--- src/rtl/mem_access_unit.sv ---
// Memory access stage: passes ALU results through, and runs loads/stores
// as a three-state handshake (IDLE -> ACCESS -> RESP) against a memory port
// with an ack, stalling the upstream pipeline while the access is in flight.
// A load that never gets an ack is abandoned after 255 cycles, returning a
// poison value and raising a sticky error flag.
module mem_access_unit (
  input  logic        clk_i,
  input  logic        rst_i,
  input  logic        valid_i,
  input  logic [1:0]  MEM_i,
  input  logic [1:0]  WB_i,
  input  logic [31:0] addr_i,
  input  logic [31:0] wdata_i,
  input  logic [4:0]  rd_i,
  output logic        mem_req_o,
  output logic        mem_we_o,
  output logic [31:0] mem_addr_o,
  output logic [31:0] mem_wdata_o,
  input  logic        mem_ack_i,
  input  logic [31:0] mem_rdata_i,
  output logic [1:0]  WB_o,
  output logic [31:0] addr_o,
  output logic [31:0] data_o,
  output logic [4:0]  rd_o,
  output logic        stall_o,
  output logic        err_o
);

  typedef enum logic [1:0] {
    IDLE   = 2'd0,
    ACCESS = 2'd1,
    RESP   = 2'd2
  } state_t;

  localparam logic [7:0]  TMO_LAST = 8'd254;
  localparam logic [31:0] POISON   = 32'hDEAD_BEEF;

  state_t      state;
  logic [1:0]  wb_q;
  logic [31:0] addr_q;
  logic [31:0] wdata_q;
  logic [4:0]  rd_q;
  logic        we_q;
  logic [31:0] result_q;
  logic [7:0]  tmo_cnt;
  logic        mem_op;

  // A live instruction with either MemRead or MemWrite set needs the memory.
  assign mem_op = valid_i && (MEM_i != 2'b00);

  // FSM: latch the op in IDLE, wait for ack or timeout in ACCESS, emit one
  // result beat in RESP.
  always_ff @(posedge clk_i) begin
    if (rst_i) begin
      state    <= IDLE;
      wb_q     <= 2'b00;
      addr_q   <= 32'd0;
      wdata_q  <= 32'd0;
      rd_q     <= 5'd0;
      we_q     <= 1'b0;
      result_q <= 32'd0;
      tmo_cnt  <= 8'd0;
      err_o    <= 1'b0;
    end else begin
      case (state)
        IDLE: begin
          if (mem_op) begin
            wb_q    <= WB_i;
            addr_q  <= addr_i;
            wdata_q <= wdata_i;
            rd_q    <= rd_i;
            // MemWrite wins when both bits are set.
            we_q    <= MEM_i[0];
            tmo_cnt <= 8'd0;
            state   <= ACCESS;
          end
        end
        ACCESS: begin
          if (mem_ack_i) begin
            result_q <= we_q ? 32'd0 : mem_rdata_i;
            state    <= RESP;
          end else if (tmo_cnt == TMO_LAST) begin
            // This is the 255th cycle without an ack: give up.
            tmo_cnt  <= 8'd255;
            err_o    <= 1'b1;
            result_q <= we_q ? 32'd0 : POISON;
            state    <= RESP;
          end else begin
            tmo_cnt <= tmo_cnt + 8'd1;
          end
        end
        RESP: begin
          // Upstream sees the same instruction this cycle; it is not re-issued.
          state <= IDLE;
        end
        default: state <= IDLE;
      endcase
    end
  end

  // Output muxing: pass-through or bubble in IDLE, bubble in ACCESS,
  // latched instruction plus result in RESP.
  always_comb begin
    mem_req_o   = 1'b0;
    mem_we_o    = 1'b0;
    mem_addr_o  = 32'd0;
    mem_wdata_o = 32'd0;
    WB_o        = 2'b00;
    addr_o      = 32'd0;
    data_o      = 32'd0;
    rd_o        = 5'd0;
    stall_o     = 1'b0;
    case (state)
      IDLE: begin
        if (mem_op) begin
          stall_o = 1'b1;
        end else begin
          WB_o   = valid_i ? WB_i : 2'b00;
          addr_o = addr_i;
          rd_o   = rd_i;
        end
      end
      ACCESS: begin
        mem_req_o   = 1'b1;
        mem_we_o    = we_q;
        mem_addr_o  = addr_q;
        mem_wdata_o = wdata_q;
        stall_o     = 1'b1;
      end
      RESP: begin
        WB_o   = wb_q;
        addr_o = addr_q;
        data_o = result_q;
        rd_o   = rd_q;
      end
      default: ;
    endcase
  end

endmodule

--- config.mk ---
export PLATFORM = sky130hd
export DESIGN_NAME = mem_access_unit
export DESIGN_NICKNAME = d
export VERILOG_FILES = /design/src/rtl/mem_access_unit.sv
export SDC_FILE = /design/constraint.sdc
export NUM_CORES = 1
export LEC_CHECK = 0
export CAP_MARGIN = 0
export CORE_MARGIN = 2
export CORE_UTILIZATION = 43
export DETAILED_ROUTE_END_ITERATION = 6
export PLACE_DENSITY = 0.8
export SKIP_LAST_GASP = 1
export SLEW_MARGIN = 5
export SYNTH_ARGS = -nofsm -noshare
export SYNTH_HDL_FRONTEND = slang
export SYNTH_SLANG_ARGS = --single-unit
--- constraint.sdc ---
create_clock -name clk_i -period 2.3 [get_ports clk_i]
set_input_delay 0.46 -clock clk_i [delete_from_list [all_inputs] [get_ports clk_i]]
set_output_delay 0.46 -clock clk_i [all_outputs]
set_load 0.01 [all_outputs]
# Yosys cells after proc, flatten, opt, wreduce, memory -nomap -nowiden
# Cells that the tools add are included.
[op_classes]
muxes = 26
reduce_logical = 10
n_bitwise = 1
eq_ne = 6
n_addsub = 1
[ops]
columns = ["cell", "n"]
rows = [
  ["32-bit 2-to-1 mux", 8],
  ["32-bit case mux with 2 select lines", 1],
  ["8-bit 2-to-1 mux", 3],
  ["8-bit case mux with 2 select lines", 1],
  ["2-bit 2-to-1 mux", 5],
  ["5-bit case mux with 2 select lines", 1],
  ["8-bit by 1-bit adder with 8-bit output (second input constant)", 1],
  ["8-bit == test (second input constant)", 1],
  ["2-bit case mux with 2 select lines", 2],
  ["2-bit AND reduction", 3],
  ["3-bit AND reduction", 2],
  ["2-bit nonzero test", 3],
  ["5-bit 2-to-1 mux", 1],
  ["2-bit != test (second input constant)", 2],
  ["1-bit 2-to-1 mux", 3],
  ["3-bit != test (second input constant)", 1],
  ["2-bit by 1-bit == test with 1-bit output (second input constant)", 1],
  ["2-bit == test (second input constant)", 1],
  ["2-bit logical NOT", 1],
  ["1-bit case mux with 2 select lines", 1],
  ["1-bit logical AND", 1],
  ["1-bit NOT", 1],
]
[word_totals]
ff_bits = 115

# Depth between registers and ports, before layout
[logic_depth]
word_depth = 4
depth_mapped = 7
depth_no_buf = 6

# Worst setup path after synthesis
# OpenSTA, ideal clock, no wires.
[synth_path]
path_type = "input-to-output"
start = "input MEM_i[0]"
end = "output addr_o[15]"
required_time_ps = 1840
t_arrival_ps = 1486
n_path_buf = 2
setup_slack_ps = 354
cell_stages = 5
cell_sequence = "o21a_1 > nor3_1 > buf_2 > buf_2 > a22o_1"
[synth_between]
elab_chain_len = 4
[synth_lines]
columns = ["item", "line_no", "text"]
rows = [
  ["start, declared", "10", "input logic [1:0] MEM_i,"],
  ["2-bit nonzero test", "49", "assign mem_op = valid_i && (MEM_i != 2'b00);"],
  ["1-bit logical AND", "49", ""],
  ["32-bit 2-to-1 mux", "115", "if (mem_op) begin"],
  ["32-bit case mux with 2 select lines", "113", "case (state)"],
  ["end, declared", "22", "output logic [31:0] addr_o,"],
]
# Every way passes these cells.

# Worst setup path after layout
[layout_path]
start = "register state[0]"
end = "output addr_o[27]"
[layout_between]
elab_chain_len = 2
[layout_lines]
columns = ["item", "line_no", "text"]
rows = [
  ["start, declared", "38", "state_t state;"],
  ["start signal, assigned", "55", "state <= IDLE;"],
  ["start signal, assigned", "75", "state <= ACCESS;"],
  ["start signal, assigned", "81", "state <= RESP;"],
  ["2-bit == test / 2-bit logical NOT (equally long branches)", "113", ""],
  ["32-bit case mux with 2 select lines *", "113", ""],
]
# Mark *: on every way between the ends. The rest lies on a longest branch, timed or not.

==> impl_metrics.yaml <==
status:
  status: "complete, no violations"
job:
  drv_cap: 0
finish:
  layout_common_cells: "151 x nand2_1, 113 x dfxtp_1, 108 x clkdlybuf4s50_1"
  drive_gt1_share_pct: 12.8
  layout_commonest_cell: "nand2_1"
  synthToLayoutAreaGrowth_pct: 62.0
  fillers: 1082
  multi_input_area_um2: 2980
  regArea_um2: 2310
  postLayoutCoreUtil_pct: 72.0
  finalNetCount: 1090
  design_area_um2: 9170
synth:
  synth_top_area_share_pct: 40.7
  yosys_warnings: 0
  yosys.area.top_type: "dfxtp_1"
  ys_ff_latch: 115
  synth_seq_area_share_pct: 40.7
  syn-cell-area_um2: 5660
  syn_inst: 726
  synthTopCellsByArea: "dfxtp_1 41%, and2_1 11%, nand2_1 10%, a21oi_1 8.9%, a22o_1 7.0%"
  syn_area_per_cell_um2: 7.80
  synth_flop_cell: "dfxtp_1"
  synth_edf_count: 0
  syn_nets: 837
  async_flop_share_pct: 0
  synth.distinct_cells: 41
power:
  switching_power_w: 0.00146
  p_sw_share_pct: 24.6
  p_leak_nw: 4.60
  power.density_nw_per_um2: 649
  irDropWorstVdd_uv: 465
  power_frac_comb_pct: 16.9
  pwr-share-seq_pct: 36.4
  clockPowerShare_pct: 46.7
  p_int_w: 0.00448
worst_setup_path:
  endpoint_kind: "output port"
  path_max_fanout: 13
  arrival_ns: 1.84
  crit_chain: "buf_4, nor2b_4, buf_12, buf_16, buf_4, a22o_1, clkdlybuf4s15_2"
  worst_path_most_repeated_cell: "buf_4"
  cp_slowest_cell: "dfxtp_4"
  crit_type: "reg -> out"
  rr_worst_depth: 7
  start_kind: "flop"
  critPathRequiredTime_ns: 1.84
  cp_slowest_stage_delay_ns: 0.35
clock_tree:
  clkTransAtPathRegs_ns: 0.05
  cts_tree: "built"
  numCtsBuffers: 17
  clock_path_buffers: 2
  h-tree-depth: 4
  cts_hold_buf: 0
  cts-root-buf: "clkbuf_16"
  clkSinkCount: 115
  clkLatencyLatePin_ns: 0.41
grt:
  grt_remaining_overflow: 0
  grt_pass1_wl_um: 31500
  grt_pass1_vias: 5976
  grt_max_degree: 67
  track_usage_pct: 28.2
  antenna_found_initial: 1
worst_hold_path:
  hold_path_depth: 3
  hp-class: "in -> reg"
timing:
  fin_crit_sh_pct: 99.9
  worst_slew_pin_slew_ns: 0.811
  relSlewSlack_pct: 45.9
  whs_ns: 0.301
  rsz0062_at_grt: "true"
  setup_viol: 0
  fmax_mhz: 435
  fin_ws_ns: 0.00316
  finalHoldViolCount: 0
  setup-tns-final_ns: 0
  slew_violations: 0
  skew_ns: 0.00842
  post-route-min-period_ns: 2.30
floorplan:
  initial_core_util_pct: 44.5
  die_height_um: 119
  io_pins: 248
  rows: 41
  core_um2: 12700
  die_w_um: 119
  dieArea_um2: 14100
routing:
  drtAntennaViolNets: 0
  drc: 0
  vias: 6144
  wl_per_cell_um: 17.6
  drt_iter0_drc: 384
  viasPerCell: 5.28
  dr.pass1.iters: 5
  routed_wl_um: 20500
place:
  portBuffers: 247
  dp_slack_ns: -0.478
  place.detailed.hpwl_um: 13100
  place_congestion: 0.856
  postPlaceCellArea_um2: 8400
[per-layer routing]
metal	part of all wire [%]	vias to the layer above	track usage, %
li1	-	2945	-
met1	40	2863	33.4
met5	0	-	0
met3	11	42	10.7
met4	2.6	0	10.2
met2	47	294	46.3
[synth_stat cells (all sizes together) (3+ instances only)]
cell and count:
nand2 152, buf 18, inv 29, nand3 3, and3 26, and2 98
a21boi 24, a22o 45, a21oi 102, nor3 4, o21ai 9, nor2 8
o21a 26, dfxtp 115, clkbuf 43
[flip-flops by register name (all words and copies together) (netlist names)]
name	count
rd_q	5
tmo_cnt	8
err_o	1
state	2
we_q	1
wb_q	2
wdata_q	32
addr_q	32
result_q	32
[area by class of cell]
class,count,area share (%)
clock buffer,22,5.06
timing repair buffer,295,31.9
antenna,1,0.0273
inverter,30,1.28
sequential,115,25.2
multi-input combinational,520,32.5
clock inverter,9,1.68
tap,172,2.35
[repair_timing]
action,CTS,global route
gates resized for setup,201,56
pin swaps,4,4
setup endpoints to repair,138,70
gates cloned,5,2
buffers inserted,12,3
[worst paths after layout]
check,slack (ns),startpoint,to
worst min-delay path,0.30,MEM_i[0],we_q$_SDFFE_PP0P_
worst max register to register,0.22,tmo_cnt[0]$_SDFFE_PP0P_,result_q[3]$_SDFFE_PP0P_
worst max-delay path,0.003,state[0]$_SDFFE_PP0P_,addr_o[27]
worst min register to register,0.45,wdata_q[0]$_SDFFE_PP0P_,wdata_q[0]$_SDFFE_PP0P_
[power by group through the flow]
stage | combinational (W) | clock (W) | sequential, W
after floorplan | 0.000468 | 0 | 0.00218
after global placement | 0.000954 | 0 | 0.00220
after detailed placement | 0.000965 | 0 | 0.00220
after CTS | 0.00102 | 0.00281 | 0.00216
after global routing | 0.00109 | 0.00290 | 0.00217
final | 0.00101 | 0.00278 | 0.00216
[per-stage QoR]
step | cells | total power (W)
floorplan | 726 | 0.00265
global placement | 1114 | 0.00315
detailed placement | 1114 | 0.00316
CTS | 1162 | 0.00599
global route | 1163 | 0.00616
finish | 1164 | 0.00595
[worst max-delay path, delay by kind of cell, from the launching register on]
kind,cells,cell delay [ns]
simple gates,1,0.17
flops,1,0.35
compound gates,1,0.14
buf+inv,5,0.77
[kinds of logic after synthesis]
logic type / after synthesis / share of synthesized area (%)
AND/OR/NAND/NOR: 302 / 26.6
AO/OA/AOI/OAI: 216 / 25.3
flip-flops: 115 / 40.7
buffers and inverters: 91 / 7.01
adder cells (fa/ha/maj): 2 / 0.442
No activity file was read; power rests on OpenSTA's default activity.
